<file path="config.mk">
export PLATFORM = sky130hd
export DESIGN_NAME = pixel_scan_scheduler
export DESIGN_NICKNAME = d
export VERILOG_FILES = /design/src/rtl/pixel_scan_scheduler.sv
export SDC_FILE = /design/constraint.sdc
export NUM_CORES = 1
export LEC_CHECK = 0
export ABC_AREA = 0
export CAP_MARGIN = 15
export CELL_PAD_IN_SITES_DETAIL_PLACEMENT = 1
export CELL_PAD_IN_SITES_GLOBAL_PLACEMENT = 2
export CORE_MARGIN = 1.5
export CORE_UTILIZATION = 29
export CTS_CLUSTER_DIAMETER = 50
export CTS_CLUSTER_SIZE = 10
export DETAILED_ROUTE_END_ITERATION = 7
export GPL_TIMING_DRIVEN = 0
export PLACE_DENSITY = 0.8
export REMOVE_ABC_BUFFERS = 1
export SLEW_MARGIN = 40
export SYNTH_ARGS = -nofsm -noshare
export SYNTH_HDL_FRONTEND = slang
export SYNTH_SLANG_ARGS = --single-unit
</file>
<file path="constraint.sdc">
create_clock -name clock -period 2.49 [get_ports clock]
set_clock_uncertainty 0.05 [all_clocks]
set_input_delay 0.498 -clock clock [delete_from_list [all_inputs] [get_ports clock]]
set_output_delay 0.498 -clock clock [all_outputs]
set_load 0.01 [all_outputs]
</file>
<file path="src/rtl/pixel_scan_scheduler.sv">
// Raster-scan sequencer for the LT24 pixel-write path: fetches colour per pixel,
// holds a write until the driver accepts it, and pulses frame/game ticks between frames.
module pixel_scan_scheduler #(
  parameter int unsigned WIDTH           = 240,
  parameter int unsigned HEIGHT          = 320,
  parameter int unsigned PIPE_LAT        = 1,
  parameter int unsigned FRAMES_PER_TICK = 1
) (
  input  logic        clock,
  input  logic        reset_n,
  input  logic        enable,
  input  logic        pixel_ready,
  input  logic [15:0] graphics_rgb,
  output logic [7:0]  pixel_x,
  output logic [8:0]  pixel_y,
  output logic [15:0] pixel_data,
  output logic        pixel_write,
  output logic        frame_done,
  output logic        game_tick,
  output logic [15:0] frame_count,
  output logic        busy
);

  typedef enum logic [1:0] {IDLE, FETCH, WRITE, FRAME_END} state_t;

  localparam logic [7:0] X_LAST   = 8'(WIDTH - 1);
  localparam logic [8:0] Y_LAST   = 9'(HEIGHT - 1);
  localparam logic [2:0] LAT_LAST = 3'(PIPE_LAT - 1);
  localparam logic [7:0] DIV_LAST = 8'(FRAMES_PER_TICK - 1);

  state_t      state, state_n;
  logic [2:0]  lat_cnt, lat_n;
  logic [7:0]  div_cnt, div_n;
  logic [7:0]  x_n;
  logic [8:0]  y_n;
  logic [15:0] data_n, count_n;
  logic        write_n, done_n, tick_n;

  always_comb begin
    state_n = state;
    x_n     = pixel_x;
    y_n     = pixel_y;
    data_n  = pixel_data;
    lat_n   = lat_cnt;
    div_n   = div_cnt;
    count_n = frame_count;
    write_n = 1'b0;
    done_n  = 1'b0;
    tick_n  = 1'b0;

    case (state)
      IDLE: begin
        if (enable) begin
          state_n = FETCH;
          x_n     = '0;
          y_n     = '0;
          lat_n   = '0;
        end
      end
      FETCH: begin
        if (lat_cnt == LAT_LAST) begin
          data_n  = graphics_rgb;
          lat_n   = '0;
          state_n = WRITE;
        end else begin
          lat_n = lat_cnt + 3'd1;
        end
      end
      WRITE: begin
        if (pixel_ready) begin
          if (pixel_x != X_LAST) begin
            x_n     = pixel_x + 8'd1;
            state_n = FETCH;
          end else begin
            x_n = '0;
            if (pixel_y != Y_LAST) begin
              y_n     = pixel_y + 9'd1;
              state_n = FETCH;
            end else begin
              y_n     = '0;
              state_n = FRAME_END;
            end
          end
        end
      end
      FRAME_END: state_n = enable ? FETCH : IDLE;
      default:   state_n = IDLE;
    endcase

    // Moore outputs are registered from the next state so they align with it.
    write_n = (state_n == WRITE);
    if (state_n == FRAME_END) begin
      done_n  = 1'b1;
      count_n = frame_count + 16'd1;
      if (div_cnt == DIV_LAST) begin
        tick_n = 1'b1;
        div_n  = '0;
      end else begin
        div_n = div_cnt + 8'd1;
      end
    end
  end

  always_ff @(posedge clock) begin
    if (!reset_n) begin
      state       <= IDLE;
      lat_cnt     <= '0;
      div_cnt     <= '0;
      pixel_x     <= '0;
      pixel_y     <= '0;
      pixel_data  <= '0;
      pixel_write <= 1'b0;
      frame_done  <= 1'b0;
      game_tick   <= 1'b0;
      frame_count <= '0;
    end else begin
      state       <= state_n;
      lat_cnt     <= lat_n;
      div_cnt     <= div_n;
      pixel_x     <= x_n;
      pixel_y     <= y_n;
      pixel_data  <= data_n;
      pixel_write <= write_n;
      frame_done  <= done_n;
      game_tick   <= tick_n;
      frame_count <= count_n;
    end
  end

  assign busy = (state != IDLE);

endmodule

</file>
# After elaboration in Yosys (flattened, before gate mapping)
# Index checks and enable logic that the tools add are counted.
[word_totals]
ff_bits = 65
inputBits = 20
word_cells = 58
output_inout_bits = 53
[op_classes]
n_mux = 22
n_reduce_logical = 11
n_eq_ne = 10
add_sub_neg = 5
[ops]
columns = ["operator", "n"]
rows = [
  ["$mux 9", 4],
  ["$mux 8", 4],
  ["$pmux 9 s2", 1],
  ["$add 16x1->16 const B", 1],
  ["$add 8x1->8 const B", 2],
  ["$pmux 8 s2", 1],
  ["$mux 2", 5],
  ["$add 9x1->9 const B", 1],
  ["$ne 9x9->1 const B", 1],
  ["$eq 2x2->1 const B", 4],
  ["$logic_not 8->1", 1],
  ["$ne 8x8->1 const B", 1],
  ["$pmux 2 s4", 1],
  ["$mux 3", 2],
  ["$ne 2x2->1 const B", 3],
  ["$pmux 3 s2", 1],
  ["$reduce_and 2->1", 3],
  ["$reduce_bool 2->1", 3],
  ["$reduce_and 4->1", 1],
  ["$add 3x1->3 const B", 1],
  ["$logic_not 3->1", 1],
  ["$mux 1", 3],
  ["$reduce_and 3->1", 1],
  ["$eq 2x1->1 const B", 1],
  ["$logic_not 2->1", 1],
]

# Depth between registers and ports, before layout
[logic_depth]
depth_word = 7
depth_mapped = 9
ltp_nobuf = 6

# Worst setup path before layout
# Ideal clock, no wire load.
[synth_timing]
path_type = "flip-flop to flip-flop"
start = "register pixel_x[0]"
end = "register frame_count[8]"
arrival_ps = 1991
synth_period_minus_slack_ps = 2111
t_required_ps = 2370
path_slack_ps = 379
setup_ps = 70
stages_incl_launch_ff = 7
path_buffers = 1
path_cell_list = "dfxtp_1 ha_1 nand3_1 or4_4 buf_6 or4_1 a21oi_1"
[synth_via]
elab_chain_cells = 5
[synth_rtl]
columns = ["item", "line_no", "text"]
rows = [
  ["start: declaration", "14", "output logic [7:0] pixel_x,"],
  ["start signal: assignment", "120", "pixel_x <= x_n;"],
  ["$ne 8x8->1", "71", "if (pixel_x != X_LAST) begin"],
  ["$mux 2", "71", ""],
  ["$mux 2", "70", "if (pixel_ready) begin"],
  ["$pmux 2 s4", "51", "case (state)"],
  ["$eq 2x2->1", "92", "if (state_n == FRAME_END) begin"],
  ["end signal: assignment", "126", "frame_count <= count_n;"],
  ["end: declaration", "20", "output logic [15:0] frame_count,"],
]
# Every way passes these cells.
# A chain may end at the register's enable or synchronous reset.

# Worst setup path after layout
[layout_timing]
start = "input pixel_ready"
end = "register pixel_y[8]"
[layout_via]
elab_chain_cells = 2
[layout_rtl]
columns = ["item", "line_no", "text"]
rows = [
  ["start: declaration", "12", "input logic pixel_ready,"],
  ["$ne 2x2->1 (no source line)", "--", ""],
  ["$reduce_and 4->1 (no source line)", "--", ""],
  ["end signal: assignment", "121", "pixel_y <= y_n;"],
  ["end: declaration", "15", "output logic [8:0] pixel_y,"],
]
# Every way passes these cells.

==> impl_metrics.env <==
export IMPL_end_kind="flop"
export IMPL_reg2reg_slack_ns=0.17
export IMPL_die_h_um=107
export IMPL_cp_max_fo=21
export IMPL_drive_gt1_share_pct=7.39
export IMPL_numPortBuffers=72
export IMPL_cp_start_kind="input pin"
export IMPL_synth_top_flop_cell="dfxtp_1"
export IMPL_rsz0062_at_grt="no"
export IMPL_slew_headroom_pct=53.0
export IMPL_drt_total_wl_um=8940
export IMPL_regArea_mm2=0.00130
export IMPL_p_sw_w=0.000592
export IMPL_clock_power_share_pct=40.5
export IMPL_htree_levels=3
export IMPL_grt_pass1_wl_um=14600
export IMPL_antenna_found_initial=0
export IMPL_cts_buffers=9
export IMPL_avgSynthCellArea_um2=8.50
export IMPL_ant_nets=0
export IMPL_outcome="finished clean"
export IMPL_tns_ns=0
export IMPL_worst_pin_slew_ns=0.705
export IMPL_synth_distinct_cells=46
export IMPL_postCtsHoldBufs=0
export IMPL_switching_share_pct=26.8
export IMPL_max_cap_viol_count=0
export IMPL_synth_seq_cells=65
export IMPL_die_x_um=107
export IMPL_internal_power_w=0.00162
export IMPL_async_reset_ff_share_pct=0
export IMPL_hold_start="pixel_data[3]$_SDFFE_PN0P_"
export IMPL_crit_type="in2reg"
export IMPL_ios=73
export IMPL_ys_top_cells_by_area="dfxtp_1 (41%), a21oi_1 (6.2%), nand2_1 (6.2%)"
export IMPL_track_usage_pct=15.7
export IMPL_fillers=1242
export IMPL_setup_viol=0
export IMPL_synth_edf_count=0
export IMPL_drc=0
export IMPL_crit_reg2reg_launch="pixel_y[1]$_SDFFE_PN0P_"
export IMPL_synth_area_mm2=0.00314
export IMPL_comb_power_share_pct=10.6
export IMPL_syn_inst=370
export IMPL_drtIter0Drc=99
export IMPL_root_buffer="clkbuf_8"
export IMPL_cts_tree="done"
export IMPL_clock_sinks=65
export IMPL_yosysSeqAreaShare_pct=41.4
export IMPL_slew_violations=0
export IMPL_routed_via_density=5.34
export IMPL_crit_required_ns=2.69
export IMPL_synth_largest_area_cell="dfxtp_1"
export IMPL_start_util_pct=30.2
export IMPL_hold_viol=0
export IMPL_die_area_mm2=0.0115
export IMPL_hold_depth=2
export IMPL_row_count=37
export IMPL_grt_max_degree=50
export IMPL_holdPathEnd="pixel_data[3]$_SDFFE_PN0P_"
export IMPL_post_route_period_util_pct=96.3
export IMPL_clkTransAtPathRegs_ns=0.08
export IMPL_period_needed_ns=2.40
export IMPL_via_count=3041
export IMPL_synthToLayoutAreaGrowth_pct=32.1
export IMPL_fin_nets=455
export IMPL_utilization_pct=39.9
export IMPL_dp_hpwl_um=5950
export IMPL_r2r_cells=5
export IMPL_p_seq_share_pct=49.0
export IMPL_clk_path_buf_depth=2
export IMPL_dr_pass1_iters=4
export IMPL_leakagePower_nw=1.31
export IMPL_synth_top_area_share_pct=41.4
export IMPL_cp_arrival_ns=2.59
export IMPL_multiInputGateArea_mm2=0.00173
export IMPL_clock_latency_ns=0.34
export IMPL_core_region_area_mm2=0.0104
export IMPL_fmaxAchievable_ghz=0.417
export IMPL_ys_warn_count=0
export IMPL_rr_endpoint="pixel_y[4]$_SDFFE_PN0P_"
export IMPL_powerDensity_mw_per_mm2=533
export IMPL_place_congestion=0.760
export IMPL_routedWlPerCell_um=15.7
export IMPL_grt_pass1_vias=2991
export IMPL_peakVddDrop_uv=232
export IMPL_num_antenna_cells=0
export IMPL_grt_overflow=0
export IMPL_hp_class="reg2reg"
## synthesized netlist by cell type (4+ instances only)
master     n
nor3_1     4
a21oi_1   39
or4_1     18
nor4_1     5
nor2_1    12
nand4_1    8
or3_1      4
o21ai_0    9
and4_1     5
o41ai_1    6
o31ai_1   16
buf_2      4
inv_1     11
nand2_1   52
nor4b_1    6
nand2b_1   8
xnor2_1    6
mux2i_1    7
clkbuf_1  18
dfxtp_1   65
a211oi_1   9
ha_1       7
nand3_1   16
## cell families after synthesis
group / share of synthesized area [%]
and+or+nand+nor: 29.4
AOI/OAI and AO/OA: 17.6
DFF: 41.4
buffers and inverters: 4.85
muxes: 2.23
adders and majority gates: 2.79
xor gates and xnor gates: 1.67
## worst max-delay path, cell delays in order
cell and delay [ns]:
clkdlybuf4s50_1 0.64, mux2i_2 0.20, or2_4 0.36, or4b_2 0.65, a211oi_1 0.24
## worst max-delay path by stage
stage | start | to | slack [ns] | cells after the start
after global routing | pixel_y[1]$_SDFFE_PN0P_ | pixel_y[5]$_SDFFE_PN0P_ | 0.002 | 5
after detailed placement | pixel_ready | pixel_y[8]$_SDFFE_PN0P_ | -0.50 | 5
after CTS | pixel_x[0]$_SDFFE_PN0P_ | frame_count[15]$_SDFFE_PN0N_ | 0.03 | 5
final | pixel_ready | pixel_y[8]$_SDFFE_PN0P_ | 0.09 | 5
after floorplan | state[0]$_SDFF_PN0_ | frame_count[8]$_SDFFE_PN0N_ | 0.24 | 4
after global placement | reset_n | game_tick$_SDFF_PN0_ | -0.73 | 3
## per-layer routing
metal  share of wire [%]  track usage [%]  vias up  wire, um
met5                   0                0        -         0
met4                0.93             3.52        0        83
met3                 2.6             3.65       11       232
met2                  49             26.7       49      4340
met1                  48             20.1     1491      4280
li1                    -                -     1490         -
## through the flow
step | setup slack [ns] | hold slack, ns | std cells | power (W) | instance area (um2)
2_1_floorplan | 0.242 | 0.402 | 345 | 0.00121 | 3030
3_3_place_gp | -0.726 | 0.392 | 553 | 0.00133 | 3920
3_5_place_dp | -0.502 | 0.401 | 553 | 0.00134 | 3930
4_1_cts | 0.0252 | 0.410 | 569 | 0.00224 | 4140
5_1_grt | 0.00179 | 0.420 | 569 | 0.00231 | 4150
6_report | 0.0930 | 0.407 | 569 | 0.00221 | 4150
## layout make-up
| class | instances | area share (%) |
|---|---|---|
| inverters | 11 | 1.05 |
| repair buffers | 72 | 17.2 |
| well taps | 136 | 4.10 |
| clock buffers | 9 | 2.98 |
| clock inverters | 7 | 1.72 |
| flip-flops and latches | 65 | 31.4 |
| multi-input cells | 269 | 41.6 |
## power groups by stage
stage               registers, W  clock network (W)  logic (W)
floorplan                0.00111                  0  0.0000986
global placement         0.00111                  0   0.000226
detailed placement       0.00111                  0   0.000229
CTS                      0.00108           0.000924   0.000235
global route             0.00109           0.000964   0.000257
finish                   0.00108           0.000895   0.000234
## state kept, by name, summed over array words and instances, names as in the netlist
name         count
game_tick        1
frame_done       1
pixel_data      16
pixel_y          9
pixel_write      1
state            2
lat_cnt          3
div_cnt          8
frame_count     16
pixel_x          8
## what timing repair did
action                     4_1_cts  5_1_grt
setup endpoints to repair       30       16
pin swaps                        0        0
resized for setup                4        5
buffers inserted                 0        0
## cells in the final DEF (no fill, tap or decap), types with 3 or more instances in the layout
cell	synthesis	routed
a211oi_1	9	9
a21oi_1	39	39
and4_1	5	5
clkbuf_8	0	9
clkdlybuf4s50_1	0	71
clkinvlp_4	0	3
dfxtp_1	65	64
ha_1	7	7
inv_1	11	10
mux2i_1	7	6
nand2_1	52	52
nand2b_1	8	8
nand3_1	16	16
nand3b_1	3	3
nand4_1	8	8
nor2_1	12	12
nor2b_1	3	3
nor3_1	4	4
nor4_1	5	5
nor4b_1	6	6
o21ai_0	9	9
o31ai_1	16	16
o41ai_1	6	6
or3_1	4	4
or4_1	18	17
xnor2_1	6	6
Power figures use the tool's default switching activity.
